--- src/rtl/run_step_ctrl_pkg.sv ---
// Shared definitions for the run/step execution controller: FSM state encoding
// and a small state-classification helper.
package run_step_ctrl_pkg;

  localparam int RCS_STATE_BIT = 2;

  typedef enum logic [RCS_STATE_BIT-1:0] {
    RCS_PAUSE  = 2'd0,
    RCS_RUN    = 2'd1,
    RCS_STEP   = 2'd2,
    RCS_HALTED = 2'd3
  } rcs_state_e;

  // States in which the CPU is allowed to advance (before halt/break gating).
  function automatic logic rcs_active(input rcs_state_e s);
    return (s == RCS_RUN) || (s == RCS_STEP);
  endfunction

endpackage

--- src/rtl/run_step_ctrl_btn_debounce.sv ---
// Button conditioner: 2-FF synchronizer, stability-count debounce and a press
// pulse that stays disarmed until the input has been seen released after reset.
module btn_debounce
  import run_step_ctrl_pkg::*;
#(
  parameter int DebounceCycles = 1000000
) (
  input  logic clk,
  input  logic rst_n,
  input  logic btn,
  output logic level,
  output logic press
);

  localparam int CW = $clog2(DebounceCycles + 1);
  localparam logic [CW-1:0] LAST = CW'(DebounceCycles - 1);

  logic          sync1_q, sync1_d;
  logic          sync2_q, sync2_d;
  logic          level_q, level_d;
  logic          press_q, press_d;
  logic          armed_q, armed_d;
  logic [CW-1:0] cnt_q, cnt_d;
  logic [CW-1:0] arm_cnt_q, arm_cnt_d;

  always_comb begin
    sync1_d   = btn;
    sync2_d   = sync1_q;
    level_d   = level_q;
    press_d   = 1'b0;
    cnt_d     = '0;
    armed_d   = armed_q;
    arm_cnt_d = arm_cnt_q;

    if (sync2_q != level_q) begin
      if (cnt_q == LAST) begin
        level_d = ~level_q;
        press_d = ~level_q & armed_q;
      end else begin
        cnt_d = cnt_q + 1'b1;
      end
    end

    // A button held through reset must be seen released for a full debounce
    // window before any press is allowed to act.
    if (!armed_q) begin
      if (!sync2_q) begin
        if (arm_cnt_q == LAST) armed_d = 1'b1;
        else                   arm_cnt_d = arm_cnt_q + 1'b1;
      end else begin
        arm_cnt_d = '0;
      end
    end
  end

  always_ff @(posedge clk or negedge rst_n) begin
    if (!rst_n) begin
      sync1_q   <= 1'b0;
      sync2_q   <= 1'b0;
      level_q   <= 1'b0;
      press_q   <= 1'b0;
      armed_q   <= 1'b0;
      cnt_q     <= '0;
      arm_cnt_q <= '0;
    end else begin
      sync1_q   <= sync1_d;
      sync2_q   <= sync2_d;
      level_q   <= level_d;
      press_q   <= press_d;
      armed_q   <= armed_d;
      cnt_q     <= cnt_d;
      arm_cnt_q <= arm_cnt_d;
    end
  end

  assign level = level_q;
  assign press = press_q;

endmodule

--- src/rtl/run_step_ctrl.sv ---
// Run/Step execution controller feeding the CPU clock enable, with saturating
// execution statistics. Optional breakpoint support under RUN_CTRL_BREAK_EN.
module run_step_ctrl
  import run_step_ctrl_pkg::*;
#(
  parameter int DebounceCycles = 1000000,
  parameter int CntWidth       = 32
) (
  input  logic                clk,
  input  logic                rst_n,
  input  logic                btn_run,
  input  logic                btn_step,
  input  logic                halt,
  input  logic                jumped,
  input  logic                is_branch,
  input  logic                branched,
`ifdef RUN_CTRL_BREAK_EN
  input  logic                brk_valid,
  input  logic [31:0]         brk_addr,
  input  logic [31:0]         pc,
`endif
  output logic                en,
  output logic                running,
  output logic                halted,
  output logic [CntWidth-1:0] cycle_cnt,
  output logic [CntWidth-1:0] jump_cnt,
  output logic [CntWidth-1:0] branch_cnt,
  output logic [CntWidth-1:0] taken_cnt
);

  logic run_level, run_press, step_level, step_press;
  logic run_go, step_go;
  logic brk_hit;

  rcs_state_e state_q, state_d;

  logic [CntWidth-1:0] cycle_cnt_q, cycle_cnt_d;
  logic [CntWidth-1:0] jump_cnt_q, jump_cnt_d;
  logic [CntWidth-1:0] branch_cnt_q, branch_cnt_d;
  logic [CntWidth-1:0] taken_cnt_q, taken_cnt_d;

  function automatic logic [CntWidth-1:0] sat_inc(input logic [CntWidth-1:0] v,
                                                  input logic inc);
    if (inc && (v != '1)) return v + 1'b1;
    return v;
  endfunction

  btn_debounce #(.DebounceCycles(DebounceCycles)) u_run_db (
    .clk   (clk),
    .rst_n (rst_n),
    .btn   (btn_run),
    .level (run_level),
    .press (run_press)
  );

  btn_debounce #(.DebounceCycles(DebounceCycles)) u_step_db (
    .clk   (clk),
    .rst_n (rst_n),
    .btn   (btn_step),
    .level (step_level),
    .press (step_press)
  );

  // A press pulse always coincides with its debounced level being high.
  assign run_go  = run_press & run_level;
  assign step_go = step_press & step_level;

`ifdef RUN_CTRL_BREAK_EN
  logic first_run_q, first_run_d;

  // Skipping the compare on the first RUN cycle lets a resume execute the
  // instruction that triggered the break.
  assign brk_hit = (state_q == RCS_RUN) && !first_run_q && brk_valid && (pc == brk_addr);

  always_comb first_run_d = (state_d == RCS_RUN) && (state_q != RCS_RUN);

  always_ff @(posedge clk or negedge rst_n) begin
    if (!rst_n) first_run_q <= 1'b0;
    else        first_run_q <= first_run_d;
  end
`else
  assign brk_hit = 1'b0;
`endif

  always_comb begin
    state_d = state_q;
    en      = rcs_active(state_q) && !halt && !brk_hit;

    unique case (state_q)
      RCS_PAUSE: begin
        if (run_go)       state_d = RCS_RUN;
        else if (step_go) state_d = RCS_STEP;
      end
      RCS_RUN: begin
        if (halt)         state_d = RCS_HALTED;
        else if (brk_hit) state_d = RCS_PAUSE;
        else if (run_go)  state_d = RCS_PAUSE;
      end
      RCS_STEP: begin
        state_d = halt ? RCS_HALTED : RCS_PAUSE;
      end
      RCS_HALTED: begin
        state_d = RCS_HALTED;
      end
      default: state_d = RCS_PAUSE;
    endcase

    cycle_cnt_d  = sat_inc(cycle_cnt_q,  en);
    jump_cnt_d   = sat_inc(jump_cnt_q,   en & jumped);
    branch_cnt_d = sat_inc(branch_cnt_q, en & is_branch);
    taken_cnt_d  = sat_inc(taken_cnt_q,  en & branched);
  end

  always_ff @(posedge clk or negedge rst_n) begin
    if (!rst_n) begin
      state_q      <= RCS_PAUSE;
      cycle_cnt_q  <= '0;
      jump_cnt_q   <= '0;
      branch_cnt_q <= '0;
      taken_cnt_q  <= '0;
    end else begin
      state_q      <= state_d;
      cycle_cnt_q  <= cycle_cnt_d;
      jump_cnt_q   <= jump_cnt_d;
      branch_cnt_q <= branch_cnt_d;
      taken_cnt_q  <= taken_cnt_d;
    end
  end

  assign running    = (state_q == RCS_RUN);
  assign halted     = (state_q == RCS_HALTED);
  assign cycle_cnt  = cycle_cnt_q;
  assign jump_cnt   = jump_cnt_q;
  assign branch_cnt = branch_cnt_q;
  assign taken_cnt  = taken_cnt_q;

endmodule
--- config.mk ---
export PLATFORM = sky130hd
export DESIGN_NAME = run_step_ctrl
export DESIGN_NICKNAME = d
export VERILOG_FILES = /design/src/rtl/run_step_ctrl_pkg.sv /design/src/rtl/run_step_ctrl_btn_debounce.sv /design/src/rtl/run_step_ctrl.sv
export SDC_FILE = /design/constraint.sdc
export NUM_CORES = 1
export LEC_CHECK = 0
export BUFFER_PORTS_ARGS = -buffer_cell sky130_fd_sc_hd__buf_2
export CELL_PAD_IN_SITES_DETAIL_PLACEMENT = 1
export CELL_PAD_IN_SITES_GLOBAL_PLACEMENT = 1
export CORE_UTILIZATION = 30
export CTS_CLUSTER_DIAMETER = 50
export DETAILED_ROUTE_END_ITERATION = 8
export GPL_TIMING_DRIVEN = 0
export PLACE_DENSITY = 0.62
export SLEW_MARGIN = 10
export SYNTH_ARGS = -nofsm -noshare
export SYNTH_HDL_FRONTEND = slang
export SYNTH_SLANG_ARGS = --single-unit
--- constraint.sdc ---
create_clock -name clk -period 2.8 [get_ports clk]
set_input_delay 0.42 -clock clk [delete_from_list [all_inputs] [get_ports clk]]
set_output_delay 0.42 -clock clk [all_outputs]
set_load 0.01 [all_outputs]
Yosys cells after proc, flatten, opt, wreduce, memory -nomap -nowiden
Cells that the tools add are included.
{ "totals": {"out_inout_bits": 131, "inputBits": 8, "ramBits": 0, "romBits": 0, "regBits": 220, "latchBits": 0, "memories": 0} }
{ "op_classes": {"mux": 32, "shifts": 0, "magnitude_cmp": 0, "reduce_logical": 13, "add_sub_neg": 8, "div_mod_pow": 0, "multipliers": 0, "n_eq_ne": 17, "bitwise_logic": 11} }
{ "op_table": {"columns": ["op", "count"], "rows": [
  ["$mux W20", 8],
  ["$add A32 B1 Y32 const B", 4],
  ["$mux W32", 4],
  ["$ne A32 B32 Y1 const B", 4],
  ["$add A20 B1 Y20 const B", 4],
  ["$eq A20 B20 Y1 const B", 4],
  ["$mux W1", 14],
  ["$mux W2", 5],
  ["$reduce_and A2 Y1", 5],
  ["$pmux W2 S4", 1],
  ["$and A1 B1 Y1", 7],
  ["$logic_and A1 B1 Y1", 5],
  ["$eq A2 B2 Y1 const B", 2],
  ["$ne A2 B1 Y1 const B", 2],
  ["$not A1 Y1", 4],
  ["$ne A3 B2 Y1 const B", 1],
  ["$ne A3 B3 Y1 const B", 1],
  ["$eq A2 B1 Y1 const B", 1],
  ["$logic_not A2 Y1", 1],
  ["$ne A1 B1 Y1", 2],
  ["$logic_not A1 Y1", 1],
  ["$logic_or A1 B1 Y1", 1]
]} }

Logic depth before layout (Yosys ltp)
Gate-level depths: netlist of the first run.
{ "logic_depth": {"depth_word": 6, "mapped_depth": 9, "mapped_depth_nobuf": 7} }

Modules after synthesis
Synthesis of the first run repeated with hierarchy kept, for this count alone.
{ "unflattened": {"cells_unflattened": 1119, "hier_area_um2": 11148.2} }
{ "modules_own_cells": {"columns": ["mod", "seq_area_each_um2", "area_each_um2", "instances", "cells_per_inst"], "rows": [
  ["run_step_ctrl", 3253.1, 6323.6, 1, 601],
  ["btn_debounce", 1126.1, 2412.3, 2, 259]
]} }

Worst setup path before layout of the first run
OpenSTA, ideal clock, no wires.
{ "synth_timing": {"path_kind": "flip-flop to flip-flop", "startpoint": "register state_q[0]", "endpoint": "register cycle_cnt_q[20] (netlist: cycle_cnt[20])", "synth_period_minus_slack_ps": 2361, "path_buffers": 1, "path_stages_with_launch": 9, "arrival_time_ps": 2282, "setup_slack_ps": 439, "required_time_ps": 2721, "cell_sequence": "dfrtp_1 inv_1 ha_1 nor2b_1 clkbuf_1 nand4_1 a211oi_1 and3_1 xor2_1"} }
{ "synth_between": {"elab_chain_len": 5, "elab_cells_between_ends": 6, "classes_between": "2 x eq/ne; 1 x mux; 3 x reduce/logical"} }
{ "synth_lines": {"columns": ["element", "line", "rtl"], "rows": [
  ["from (decl)", "run_step_ctrl.sv:35", "rcs_state_e state_q, state_d;"],
  ["from (signal assigned)", "run_step_ctrl.sv:122", "state_q <= state_d;"],
  ["$eq A2 B1 Y1 / $eq A2 B2 Y1 (equally long branches)", "run_step_ctrl_pkg.sv:16", "return (s == RCS_RUN) || (s == RCS_STEP);"],
  ["$logic_or A1 B1 Y1 *", "run_step_ctrl_pkg.sv:16", null],
  ["$logic_and A1 B1 Y1 *", "run_step_ctrl.sv:87", "en = rcs_active(state_q) && !halt && !brk_hit;"],
  ["net en", "run_step_ctrl.sv:22", "output logic en,"],
  ["$logic_and A1 B1 Y1 *", "run_step_ctrl.sv:44", "if (inc && (v != '1)) return v + 1'b1;"],
  ["$mux W1 *", "run_step_ctrl.sv:44", null],
  ["to (signal assigned)", "run_step_ctrl.sv:123", "cycle_cnt_q <= cycle_cnt_d;"],
  ["to (decl)", "run_step_ctrl.sv:37", "logic [CntWidth-1:0] cycle_cnt_q, cycle_cnt_d;"]
]} }
The timed path passes the listed nets; every way through them passes the cells marked *.
A chain may end at the register's enable or synchronous reset.

Worst setup path after layout of the first run
{ "layout_timing": {"startpoint": "register state_q[0]", "endpoint": "register branch_cnt_q[9] (netlist: branch_cnt[9])"} }
{ "layout_between": {"elab_chain_len": 6, "elab_cells_between_ends": 7, "classes_between": "2 x eq/ne; 1 x mux; 1 x bitwise; 3 x reduce/logical"} }
{ "layout_lines": {"columns": ["element", "line", "rtl"], "rows": [
  ["$eq A2 B1 Y1 / $eq A2 B2 Y1 (equally long branches)", "run_step_ctrl_pkg.sv:16", null],
  ["$logic_or A1 B1 Y1 *", "run_step_ctrl_pkg.sv:16", null],
  ["$logic_and A1 B1 Y1 *", "run_step_ctrl.sv:87", null],
  ["$and A1 B1 Y1 *", "run_step_ctrl.sv:110", "branch_cnt_d = sat_inc(branch_cnt_q, en & is_branch);"],
  ["$logic_and A1 B1 Y1 *", "run_step_ctrl.sv:44", null],
  ["$mux W1 *", "run_step_ctrl.sv:44", null],
  ["to (signal assigned)", "run_step_ctrl.sv:125", "branch_cnt_q <= branch_cnt_d;"],
  ["to (decl)", "run_step_ctrl.sv:39", "logic [CntWidth-1:0] branch_cnt_q, branch_cnt_d;"]
]} }
Every way passes the cells marked *; elsewhere a longest branch is shown, timed or not.

==> impl_metrics.env, run 1 <==
export IMPL_status="finished, final reports clean"
export IMPL_worst_hold_path_type="input port to flop"
export IMPL_routed_wl_um=27900
export IMPL_initial_utilization_pct=30.8
export IMPL_synth_cell_types=49
export IMPL_ir_drop_mv=0.335
export IMPL_cts_tree="done"
export IMPL_synth_common_cells="dfrtp_1 (220), nand2_1 (109), xnor2_1 (104)"
export IMPL_maxCapViolCount=0
export IMPL_grt_use_total_pct=15.7
export IMPL_ios=139
export IMPL_layout_drive_gt1_share_pct=17.4
export IMPL_grt_pass1_wl_um=47300
export IMPL_synth_avg_cell_area_um2=10.0
export IMPL_hold_depth=1
export IMPL_die_y_um=191
export IMPL_setup_viol=0
export IMPL_syn_inst=1070
export IMPL_clock_latency_ns=0.50
export IMPL_io_buffers=138
export IMPL_cp_required_ns=3.18
export IMPL_via_per_inst=5.07
export IMPL_dp_hpwl_um=19500
export IMPL_fin_skew_ns=0.0145
export IMPL_period_share_pct=90.1
export IMPL_rsz0062_at_grt="yes"
export IMPL_cts_buffer_depth=3
export IMPL_slew_headroom_pct=31.3
export IMPL_p_per_area_nw_per_um2=678
export IMPL_root_buffer="clkbuf_16"
export IMPL_rrSetupSlack_ns=0.28
export IMPL_holdPathEnd="u_step_db.sync1_q$_DFF_PN0_"
export IMPL_design_core_area_um2=34900
export IMPL_numCtsBuffers=36
export IMPL_final_max_slew_violation_count=0
export IMPL_yosysWarnings=0
export IMPL_wl_met2_um=13500
export IMPL_clock_sinks=220
export IMPL_topRoutingLayerUsed="met4"
export IMPL_met1Wirelength_um=12900
export IMPL_critPathSlowestCell="dfrtp_1"
export IMPL_startpoint_type="flop"
export IMPL_grt_max_degree=95
export IMPL_synthArstFlopShare_pct=100
export IMPL_diodes=0
export IMPL_htree_levels=2
export IMPL_grt_pass1_vias=9091
export IMPL_min_from="btn_step"
export IMPL_multiInputGateArea_um2=5110
export IMPL_synth_edf_count=0
export IMPL_finalCriticalPeriod_ns=2.52
export IMPL_grt_overflow=0
export IMPL_post_cts_buffers=0
export IMPL_synth_area_um2=10700
export IMPL_drc=0
export IMPL_crit_path_end_kind="flop"
export IMPL_register_area_um2=5510
export IMPL_synth_seq_cells=220
export IMPL_reg2reg_depth=9
export IMPL_ant_nets=0
export IMPL_place_inst=1665
export IMPL_synth_ff_type="dfrtp_1"
export IMPL_cts_clk_slew_worst_paths_ns=0.05
export IMPL_gp_congestion=0.771
export IMPL_seq_area_frac_synth_pct=51.3
export IMPL_antenna_found_initial=0
export IMPL_crit_path_max_incr_delay_ns=0.40
export IMPL_synth_most_common_cell="dfrtp_1"
export IMPL_drtIter0Drc=260
export IMPL_synth_area_top_cells="dfrtp_1 (51%), xnor2_1 (8.5%), xor2_1 (4.7%)"
export IMPL_cp_arrival_ns=2.91
export IMPL_worst_slew_pin_slew_ns=1.02
export IMPL_crit_fanout=10
export IMPL_fillCellCount=3981
export IMPL_synth_top_cell_by_area="dfrtp_1"
export IMPL_synth_top_area_share_pct=51.3
export IMPL_rows=68
export IMPL_crit_chain="inv_1 -> ha_1 -> nor2b_1 -> clkbuf_2 -> nand2_1 -> a31oi_1 -> clkbuf_1 -> nand4_1 -> xnor2_1"
export IMPL_nets=1268
export IMPL_postLayoutCoreUtil_pct=38.2
export IMPL_die_area_um2=36500
export IMPL_hold_viol=0
export IMPL_syn2layout_area_growth_pct=24.1
export IMPL_timing_rr_start="state_q[0]$_DFFE_PN0P_"
export IMPL_crit_type="flop to flop"
export IMPL_avgRoutedWirePerCell_um=16.2
export IMPL_r2r_end="branch_cnt[9]$_DFFE_PN0P_"
export IMPL_syn_num_nets=1090
export IMPL_first_pass_iters=5
export IMPL_dr_wl_met3_um=1000
export IMPL_via_count=8753
export IMPL_die_x_um=191
export IMPL_max_freq_mhz=396
export IMPL_finalNonFillerCells=1727
export IMPL_power_leakage_nw=6.02
export IMPL_tns_ns=0
## layout by cell type, fill, tap and decap left out, types with 24 or more instances in the layout
| cell | Yosys | layout |
|---|---|---|
| buf_2 | 1 | 138 |
| nand4_1 | 70 | 70 |
| nand3_1 | 80 | 80 |
| nor3_1 | 40 | 40 |
| clkbuf_16 | 0 | 37 |
| nor4_1 | 30 | 27 |
| clkbuf_1 | 22 | 24 |
| xor2_1 | 58 | 58 |
| nor2_1 | 94 | 94 |
| xnor2_1 | 104 | 104 |
| and3_1 | 32 | 32 |
| nand2_1 | 109 | 109 |
| dfrtp_1 | 220 | 220 |
## logic make-up after synthesis
| logic type | count (synthesis) | synth area share, % |
|---|---|---|
| flip-flops | 220 | 51.3 |
| multiplexers | 17 | 1.69 |
| AND/OR/NAND/NOR | 543 | 26.6 |
| XOR/XNOR | 162 | 13.2 |
| AO/OA/AOI/OAI | 71 | 4.22 |
| adder cells (fa/ha/maj) | 12 | 1.40 |
| buffers and inverters | 45 | 1.59 |
## layout make-up
cell class	instances	area share (%)
Buffer	24	0.695
Sequential cell	220	41.3
Inverter	20	0.564
Multi-Input combinational cell	805	38.3
Clock buffer	44	7.37
Clock inverter	18	1.66
Tap cell	455	4.27
Timing Repair Buffer	141	5.75
## what timing repair did
action,in CTS,in global routing
resized for setup,4,5
hold buffers,1,0
endpoints found under the setup margin,34,19
endpoints found under the hold margin,51,0
## critical path: cells and delay by family, from the launching register on
kind	cells	cell delay (ns)
buffers and inverters	3	0.74
AND/OR/NAND/NOR	3	0.52
flip-flops	1	0.40
XOR/XNOR	1	0.16
adder cells (fa/ha/maj)	1	0.37
AO/OA/AOI/OAI	1	0.21
## power by group
part	internal [W]	total (W)	switching, W
logic	0.000383	0.000975	0.000592
registers	0.00336	0.00360	0.000238
clock network	0.00287	0.00445	0.00159
## worst max-delay path by stage
| stage | slack [ns] | start | endpoint |
|---|---|---|---|
| final | 0.28 | state_q[0]$_DFFE_PN0P_ | branch_cnt[9]$_DFFE_PN0P_ |
| after global routing | -0.02 | state_q[0]$_DFFE_PN0P_ | branch_cnt[9]$_DFFE_PN0P_ |
| after CTS | 0.10 | state_q[0]$_DFFE_PN0P_ | branch_cnt[29]$_DFFE_PN0P_ |
| after detailed placement | -0.41 | state_q[0]$_DFFE_PN0P_ | cycle_cnt[20]$_DFFE_PN0P_ |
| after global placement | -2.95 | rst_n | taken_cnt[13]$_DFFE_PN0P_ |
| after floorplan | 0.44 | state_q[0]$_DFFE_PN0P_ | cycle_cnt[20]$_DFFE_PN0P_ |
## per-layer routing
layer  up-vias  track usage [%]
li1       4193                -
met1      4405             20.7
met2       111             25.9
met4         0             4.82
met3        44             2.79
met5         -                0
## metrics by stage
step / area, µm² / total power, W / worst slack (ns) / hold slack, ns
after CTS: 13300 / 0.00922 / 0.104 / 0.00190
after global routing: 13300 / 0.00946 / -0.0200 / 0.0169
after floorplan: 10700 / 0.00417 / 0.439 / 0.124
after detailed placement: 12100 / 0.00465 / -0.414 / 0.339
after global placement: 12000 / 0.00461 / -2.95 / 0.336
final: 13300 / 0.00903 / 0.278 / 0.0274
## registers in the layout, indices dropped and copies added, names as in the netlist
name,flops
branch_cnt,32
cycle_cnt,32
jump_cnt,32
state_q,2
taken_cnt,32
u_run_db.arm_cnt_q,20
u_run_db.armed_q,1
u_run_db.cnt_q,20
u_run_db.level,1
u_run_db.press,1
u_run_db.sync1_q,1
u_run_db.sync2_q,1
u_step_db.arm_cnt_q,20
u_step_db.armed_q,1
u_step_db.cnt_q,20
u_step_db.level,1
u_step_db.press,1
u_step_db.sync1_q,1
u_step_db.sync2_q,1
Note: power is estimated with default switching activity, not from simulation.
==> inputs of run 2 (changes only) <==
--- a/config.mk
+++ b/config.mk
@@ -5,14 +5,16 @@
 export SDC_FILE = /design/constraint.sdc
 export NUM_CORES = 1
 export LEC_CHECK = 0
+export ABC_AREA = 1
 export BUFFER_PORTS_ARGS = -buffer_cell sky130_fd_sc_hd__buf_2
+export CAP_MARGIN = 15
 export CELL_PAD_IN_SITES_DETAIL_PLACEMENT = 1
 export CELL_PAD_IN_SITES_GLOBAL_PLACEMENT = 1
 export CORE_UTILIZATION = 30
 export CTS_CLUSTER_DIAMETER = 50
 export DETAILED_ROUTE_END_ITERATION = 8
 export GPL_TIMING_DRIVEN = 0
-export PLACE_DENSITY = 0.62
+export PLACE_DENSITY = 0.65
 export SLEW_MARGIN = 10
 export SYNTH_ARGS = -nofsm -noshare
 export SYNTH_HDL_FRONTEND = slang
==> run 2 against run 1 <==
Fmax increased by 4.7%. Core utilization down 1.4 points. Power decreased by 6.6%. Hold slack better by 0.24 ns. Clock power rose by 14%. Critical path depth is 3 lower. Worst setup slack better by 0.11 ns. Clock-buffer cell count rose by 6. Critical path type is now flop to primary output. Largest power group unchanged. Highest routed layer unchanged.
==> impl_metrics.env, run 2 <==
export IMPL_timing_rr_start="state_q[0]$_DFFE_PN0P_"
export IMPL_crit_path_end_kind="primary output"
export IMPL_fin_skew_ns=0.0263
export IMPL_avgRoutedWirePerCell_um=15.1
export IMPL_die_area_um2=46600
export IMPL_status="finished, final reports clean"
export IMPL_min_from="jumped"
export IMPL_finalCriticalPeriod_ns=2.41
export IMPL_routed_wl_um=42800
export IMPL_whs_ns=0.265
export IMPL_startpoint_type="flop"
export IMPL_crit_type="flop to primary output"
export IMPL_reg2reg_depth=11
export IMPL_layout_drive_gt1_share_pct=12.8
export IMPL_via_per_inst=4.77
export IMPL_die_x_um=216
export IMPL_synth_top_cell_by_area="dfrtp_1"
export IMPL_die_y_um=216
export IMPL_worst_hold_path_type="input port to flop"
export IMPL_synth_seq_cells=220
export IMPL_place_inst=2752
export IMPL_hold_viol=0
export IMPL_final_max_slew_violation_count=0
export IMPL_maxCapViolCount=0
export IMPL_holdPathEnd="jump_cnt[24]$_DFFE_PN0P_"
export IMPL_r2r_end="taken_cnt[28]$_DFFE_PN0P_"
export IMPL_root_buffer="clkbuf_16"
export IMPL_worst_slew_pin_slew_ns=0.609
export IMPL_nets=2217
export IMPL_grt_pass1_vias=14200
export IMPL_crit_fanout=10
export IMPL_drtIter0Drc=449
export IMPL_synth_area_top_cells="dfrtp_1 (40%), nand2_1 (23%), nor2_1 (8.8%)"
export IMPL_ant_nets=0
export IMPL_cts_tree="done"
export IMPL_gp_congestion=0.872
export IMPL_tns_ns=0
export IMPL_rrSetupSlack_ns=0.46
export IMPL_period_share_pct=86.0
export IMPL_finalNonFillerCells=2830
export IMPL_hold_depth=5
export IMPL_cp_arrival_ns=1.99
export IMPL_first_pass_iters=5
export IMPL_dpl_cell_area_um2=15200
export IMPL_numCtsBuffers=40
export IMPL_cts_buffer_depth=3
export IMPL_cts_clk_slew_worst_paths_ns=0.06
export IMPL_synth_common_cells="nand2_1 (848), nor2_1 (323), dfrtp_1 (220)"
export IMPL_clock_sinks=220
export IMPL_initial_utilization_pct=30.3
export IMPL_synth_ff_type="dfrtp_1"
export IMPL_max_freq_mhz=415
export IMPL_synth_avg_cell_area_um2=6.82
export IMPL_rows=78
export IMPL_grt_max_degree=89
export IMPL_dp_hpwl_um=32100
export IMPL_ios=139
export IMPL_synth_top_area_share_pct=40.1
export IMPL_final_cell_area_um2=16700
export IMPL_drc=0
export IMPL_postLayoutCoreUtil_pct=36.8
export IMPL_syn_inst=2012
export IMPL_grt_overflow=0
export IMPL_seq_area_frac_synth_pct=40.1
export IMPL_p_per_area_nw_per_um2=506
export IMPL_synthArstFlopShare_pct=100
export IMPL_cp_required_ns=2.38
export IMPL_design_core_area_um2=45300
export IMPL_setup_viol=0
export IMPL_synth_area_um2=13700
export IMPL_antenna_found_initial=2
export IMPL_clock_latency_ns=0.55
export IMPL_cts_resized=0
export IMPL_grt_use_total_pct=19.0
export IMPL_final_common_cell="nand2_1"
export IMPL_synth_edf_count=0
export IMPL_rsz0062_at_grt="no"
export IMPL_synth_most_common_cell="nand2_1"
export IMPL_yosysWarnings=0
export IMPL_power_leakage_nw=7.86
export IMPL_synth_cell_types=36
export IMPL_ir_drop_mv=0.369
export IMPL_slew_headroom_pct=59.1
export IMPL_via_count=13500
export IMPL_io_buffers=138
export IMPL_htree_levels=2
export IMPL_grt_pass1_wl_um=72900
export IMPL_syn2layout_area_growth_pct=21.4
export IMPL_syn_num_nets=2032
export IMPL_final_cell_mix="nand2_1 (848), nor2_1 (323), dfrtp_1 (220)"
-- run 2: stage by stage --
stage                     worst slack [ns]  total power, W
after floorplan                       1.06         0.00331
after global placement               -3.07         0.00341
after detailed placement             0.422         0.00342
after CTS                            0.265         0.00860
after global routing                 0.214         0.00875
final                                0.391         0.00843
-- run 2: layer usage --
layer | GRT usage [%] | up-vias | part of all wire, %
li1 | - | 6692 | -
met5 | 0 | - | 0
met3 | 3.48 | 70 | 3.3
met4 | 5.99 | 0 | 2.4
met1 | 24.1 | 6553 | 46
met2 | 32.6 | 171 | 48
-- run 2: where the power goes --
group	switching (W)	internal, W	leakage [nW]
Sequential	0.0000147	0.00320	3.02
Combinational	0.000113	0.0000362	4.17
Clock	0.00179	0.00327	0.674
Total	0.00192	0.00651	7.86
-- run 2: kinds of logic after synthesis --
group,after synthesis,share of synthesized area [%]
buf+inv,184,6.34
fa+ha+maj,12,1.09
simple gates,1436,44.3
flops,220,40.1
xor+xnor,78,4.98
compound gates,82,3.17
-- run 2: worst max-delay path: stages, from the launching register on --
cell,delay (ns)
dfrtp_1,0.39
inv_1,0.09
ha_1,0.30
inv_1,0.04
nor2_1,0.19
buf_4,0.24
buf_2,0.18
-- run 2: area by class of cell --
type	count	area, µm²
Fill cell	5786	28600
Timing Repair Buffer	143	786
Clock buffer	50	1140
Antenna cell	2	5.00
Sequential cell	220	5510
Buffer	31	292
Tap cell	600	751
Inverter	153	579
Clock inverter	23	262
Multi-Input combinational cell	1608	7350
-- run 2: how the worst max path moves through the flow --
stage                           startpoint                                 to  cells after the start
detailed placement  state_q[0]$_DFFE_PN0P_          taken_cnt[28]$_DFFE_PN0P_                     11
floorplan           state_q[0]$_DFFE_PN0P_            jump_cnt[5]$_DFFE_PN0P_                     11
global route        state_q[0]$_DFFE_PN0P_                                 en                      6
global placement                     rst_n  u_run_db.arm_cnt_q[4]$_DFFE_PN0P_                      1
CTS                 state_q[0]$_DFFE_PN0P_                                 en                      6
finish              state_q[0]$_DFFE_PN0P_                                 en                      6
-- run 2: timing repair --
action / CTS / global route
endpoints found under the hold margin: 58 / 0
hold buffers: 3 / 0
setup buffers: 0 / 0
==> inputs of run 3 (changes only) <==
--- a/config.mk
+++ b/config.mk
@@ -14,7 +14,7 @@
 export CTS_CLUSTER_DIAMETER = 50
 export DETAILED_ROUTE_END_ITERATION = 8
 export GPL_TIMING_DRIVEN = 0
-export PLACE_DENSITY = 0.65
+export PLACE_DENSITY = 0.67
 export SLEW_MARGIN = 10
 export SYNTH_ARGS = -nofsm -noshare
 export SYNTH_HDL_FRONTEND = slang
==> constraint.sdc (replaced) <==
create_clock -name clk -period 1.95 [get_ports clk]
set_input_delay 0.2925 -clock clk [delete_from_list [all_inputs] [get_ports clk]]
set_output_delay 0.2925 -clock clk [all_outputs]
set_load 0.01 [all_outputs]
==> run 3 against run 2 <==
The run now ends with negative setup slack left. Final cell count grew 0.74%. Flip-flop and latch count is the same. Wire length grew 3.4%. Global-route usage is essentially flat. Sequential power grew 43%. Core utilization grew 1.3 points. Clock skew shrank 0.010 ns. Design area grew 3.5%. Critical endpoint unchanged.
==> impl_metrics.env, run 3 (same netlist as run 2, synthesis figures left out) <==
export IMPL_antenna_found_initial=0
export IMPL_numCtsBuffers=40
export IMPL_slew_headroom_pct=61.7
export IMPL_cp_required_ns=1.66
export IMPL_rrSetupSlack_ns=0.01
export IMPL_multiInputGateArea_um2=7670
export IMPL_routed_wl_um=44300
export IMPL_io_buffers=138
export IMPL_die_area_um2=46600
export IMPL_worst_hold_path_type="input port to async pin"
export IMPL_p_per_area_nw_per_um2=694
export IMPL_startpoint_type="flop"
export IMPL_clock_latency_ns=0.54
export IMPL_setup_slack_ns=-0.0169
export IMPL_dp_slack_ns=-0.411
export IMPL_cts_tree="done"
export IMPL_final_max_slew_violation_count=0
export IMPL_crit_path_end_kind="primary output"
export IMPL_place_inst=2752
export IMPL_via_count=13600
export IMPL_avgRoutedWirePerCell_um=15.5
export IMPL_die_x_um=216
export IMPL_nets=2243
export IMPL_rsz0062_at_grt="yes"
export IMPL_clock_sinks=220
export IMPL_drtIter0Drc=582
export IMPL_max_freq_mhz=508
export IMPL_final_common_cell="nand2_1"
export IMPL_period_share_pct=101
export IMPL_layout_drive_gt1_share_pct=16.5
export IMPL_hold_viol=0
export IMPL_tns_ns=-0.0169
export IMPL_critPathBufInv=4
export IMPL_first_pass_iters=5
export IMPL_ant_nets=0
export IMPL_power_leakage_nw=8.06
export IMPL_diodes=0
export IMPL_cp_top_family="flip-flops"
export IMPL_crit_fanout=3
export IMPL_grt_use_total_pct=19.0
export IMPL_root_buffer="clkbuf_16"
export IMPL_worst_slew_pin_slew_ns=0.574
export IMPL_p_int_w=0.00921
export IMPL_pwr_share_comb_pct=1.8
export IMPL_cts_clk_slew_worst_paths_ns=0.06
export IMPL_finalCriticalPeriod_ns=1.97
export IMPL_initial_utilization_pct=30.3
export IMPL_ios=139
export IMPL_final_cell_area_um2=17300
export IMPL_grt_pass1_vias=14100
export IMPL_cts_buffer_depth=3
export IMPL_design_core_area_um2=45300
export IMPL_rows=78
export IMPL_fin_skew_ns=0.0160
export IMPL_critPathSlowestCell="dfrtp_1"
export IMPL_htree_levels=2
export IMPL_setup_viol=1
export IMPL_pwr_share_clk_pct=59.6
export IMPL_finalNonFillerCells=2851
export IMPL_grt_pass1_wl_um=72300
export IMPL_status="finished, violations left"
export IMPL_crit_chain="inv_2 -> ha_4 -> inv_2 -> nor2_4 -> buf_6 -> buf_6"
export IMPL_final_cell_mix="nand2_1 (818), nor2_1 (312), dfrtp_1 (219)"
export IMPL_fillCellCount=5757
export IMPL_drc=0
export IMPL_ir_drop_mv=0.589
export IMPL_whs_ns=0.247
export IMPL_switching_share_pct=23.0
export IMPL_violations="negative setup slack"
export IMPL_syn2layout_area_growth_pct=25.7
export IMPL_dp_hpwl_um=32100
export IMPL_die_y_um=216
export IMPL_grt_max_degree=97
export IMPL_p_switching_w=0.00276
export IMPL_maxCapViolCount=0
export IMPL_grt_overflow=0
export IMPL_via_per_inst=4.77
export IMPL_crit_type="flop to primary output"
export IMPL_register_area_um2=5510
export IMPL_seq_power_share_pct=38.6
export IMPL_cp_arrival_ns=1.67
export IMPL_dpl_cell_area_um2=15200
export IMPL_crit_path_max_incr_delay_ns=0.36
export IMPL_gp_congestion=0.862
run 3: cell count changes in the layout (fill, tap and decap cells not counted), moves of 5 or more:
cell / previous run / this run
nand2_1: 848 / 818
inv_1: 144 / 139
nand2_4: 4 / 11
nor2_2: 8 / 14
nand2_2: 11 / 30
o21ai_0: 47 / 42
nor2_1: 323 / 312
nor2_4: 5 / 10
buf_8: 3 / 9
buf_4: 7 / 23
ha_1: 12 / 6
nand3_1: 104 / 99
run 3: stage by stage:
| step | utilization [%] | total power [W] |
|---|---|---|
| 2_1_floorplan | - | 0.00476 |
| 3_3_place_gp | 33.5 | 0.00490 |
| 3_5_place_dp | 33.6 | 0.00492 |
| 4_1_cts | 37.0 | 0.0122 |
| 5_1_grt | 38.1 | 0.0124 |
| 6_report | 38.1 | 0.0120 |
run 3: path summary, 6_finish.rpt:
check / end / cells past startpoint / from
max: en / 6 / state_q[1]$_DFFE_PN0P_
min: branch_cnt[20]$_DFFE_PN0P_ / 2 / rst_n
max reg2reg: taken_cnt[0]$_DFFE_PN0P_ / 10 / state_q[1]$_DFFE_PN0P_
min reg2reg: u_run_db.sync2_q$_DFF_PN0_ / 0 / u_run_db.sync1_q$_DFF_PN0_
max in group asynchronous: jump_cnt[15]$_DFFE_PN0P_ / 3 / rst_n
min in group clk: state_q[1]$_DFFE_PN0P_ / 4 / halt
run 3: final cells by class:
class | count | area share [%]
buffer | 31 | 1.92
sequential | 220 | 31.9
multi-input combinational | 1608 | 44.4
clock buffer | 47 | 6.37
tap | 600 | 4.35
clock inverter | 23 | 1.47
inverter | 153 | 3.41
timing repair buffer | 169 | 6.11
run 3: metal layers:
layer  up-vias  GRT usage (%)  share of wire (%)
li1       6743              -                  -
met1      6622           23.7                 45
met2       169           32.9                 50
met3        54           3.65                3.4
met4         0           5.59                2.0
met5         -              0                  0
run 3: power groups by stage:
stage / sequential [W] / clock (W) / combinational, W
4_1_cts: 0.00462 / 0.00736 / 0.000231
2_1_floorplan: 0.00469 / 0 / 0.0000694
5_1_grt: 0.00462 / 0.00757 / 0.000255
3_3_place_gp: 0.00469 / 0 / 0.000202
6_report: 0.00462 / 0.00713 / 0.000219
3_5_place_dp: 0.00469 / 0 / 0.000223
run 3: repair_timing:
item / CTS / global route
hold buffers: 3 / 0
pin swaps: 5 / 15
setup buffers: 8 / 14
cloned: 0 / 4
endpoints found under the setup margin: 132 / 155
endpoints found under the hold margin: 44 / 0
gates resized for setup: 18 / 92
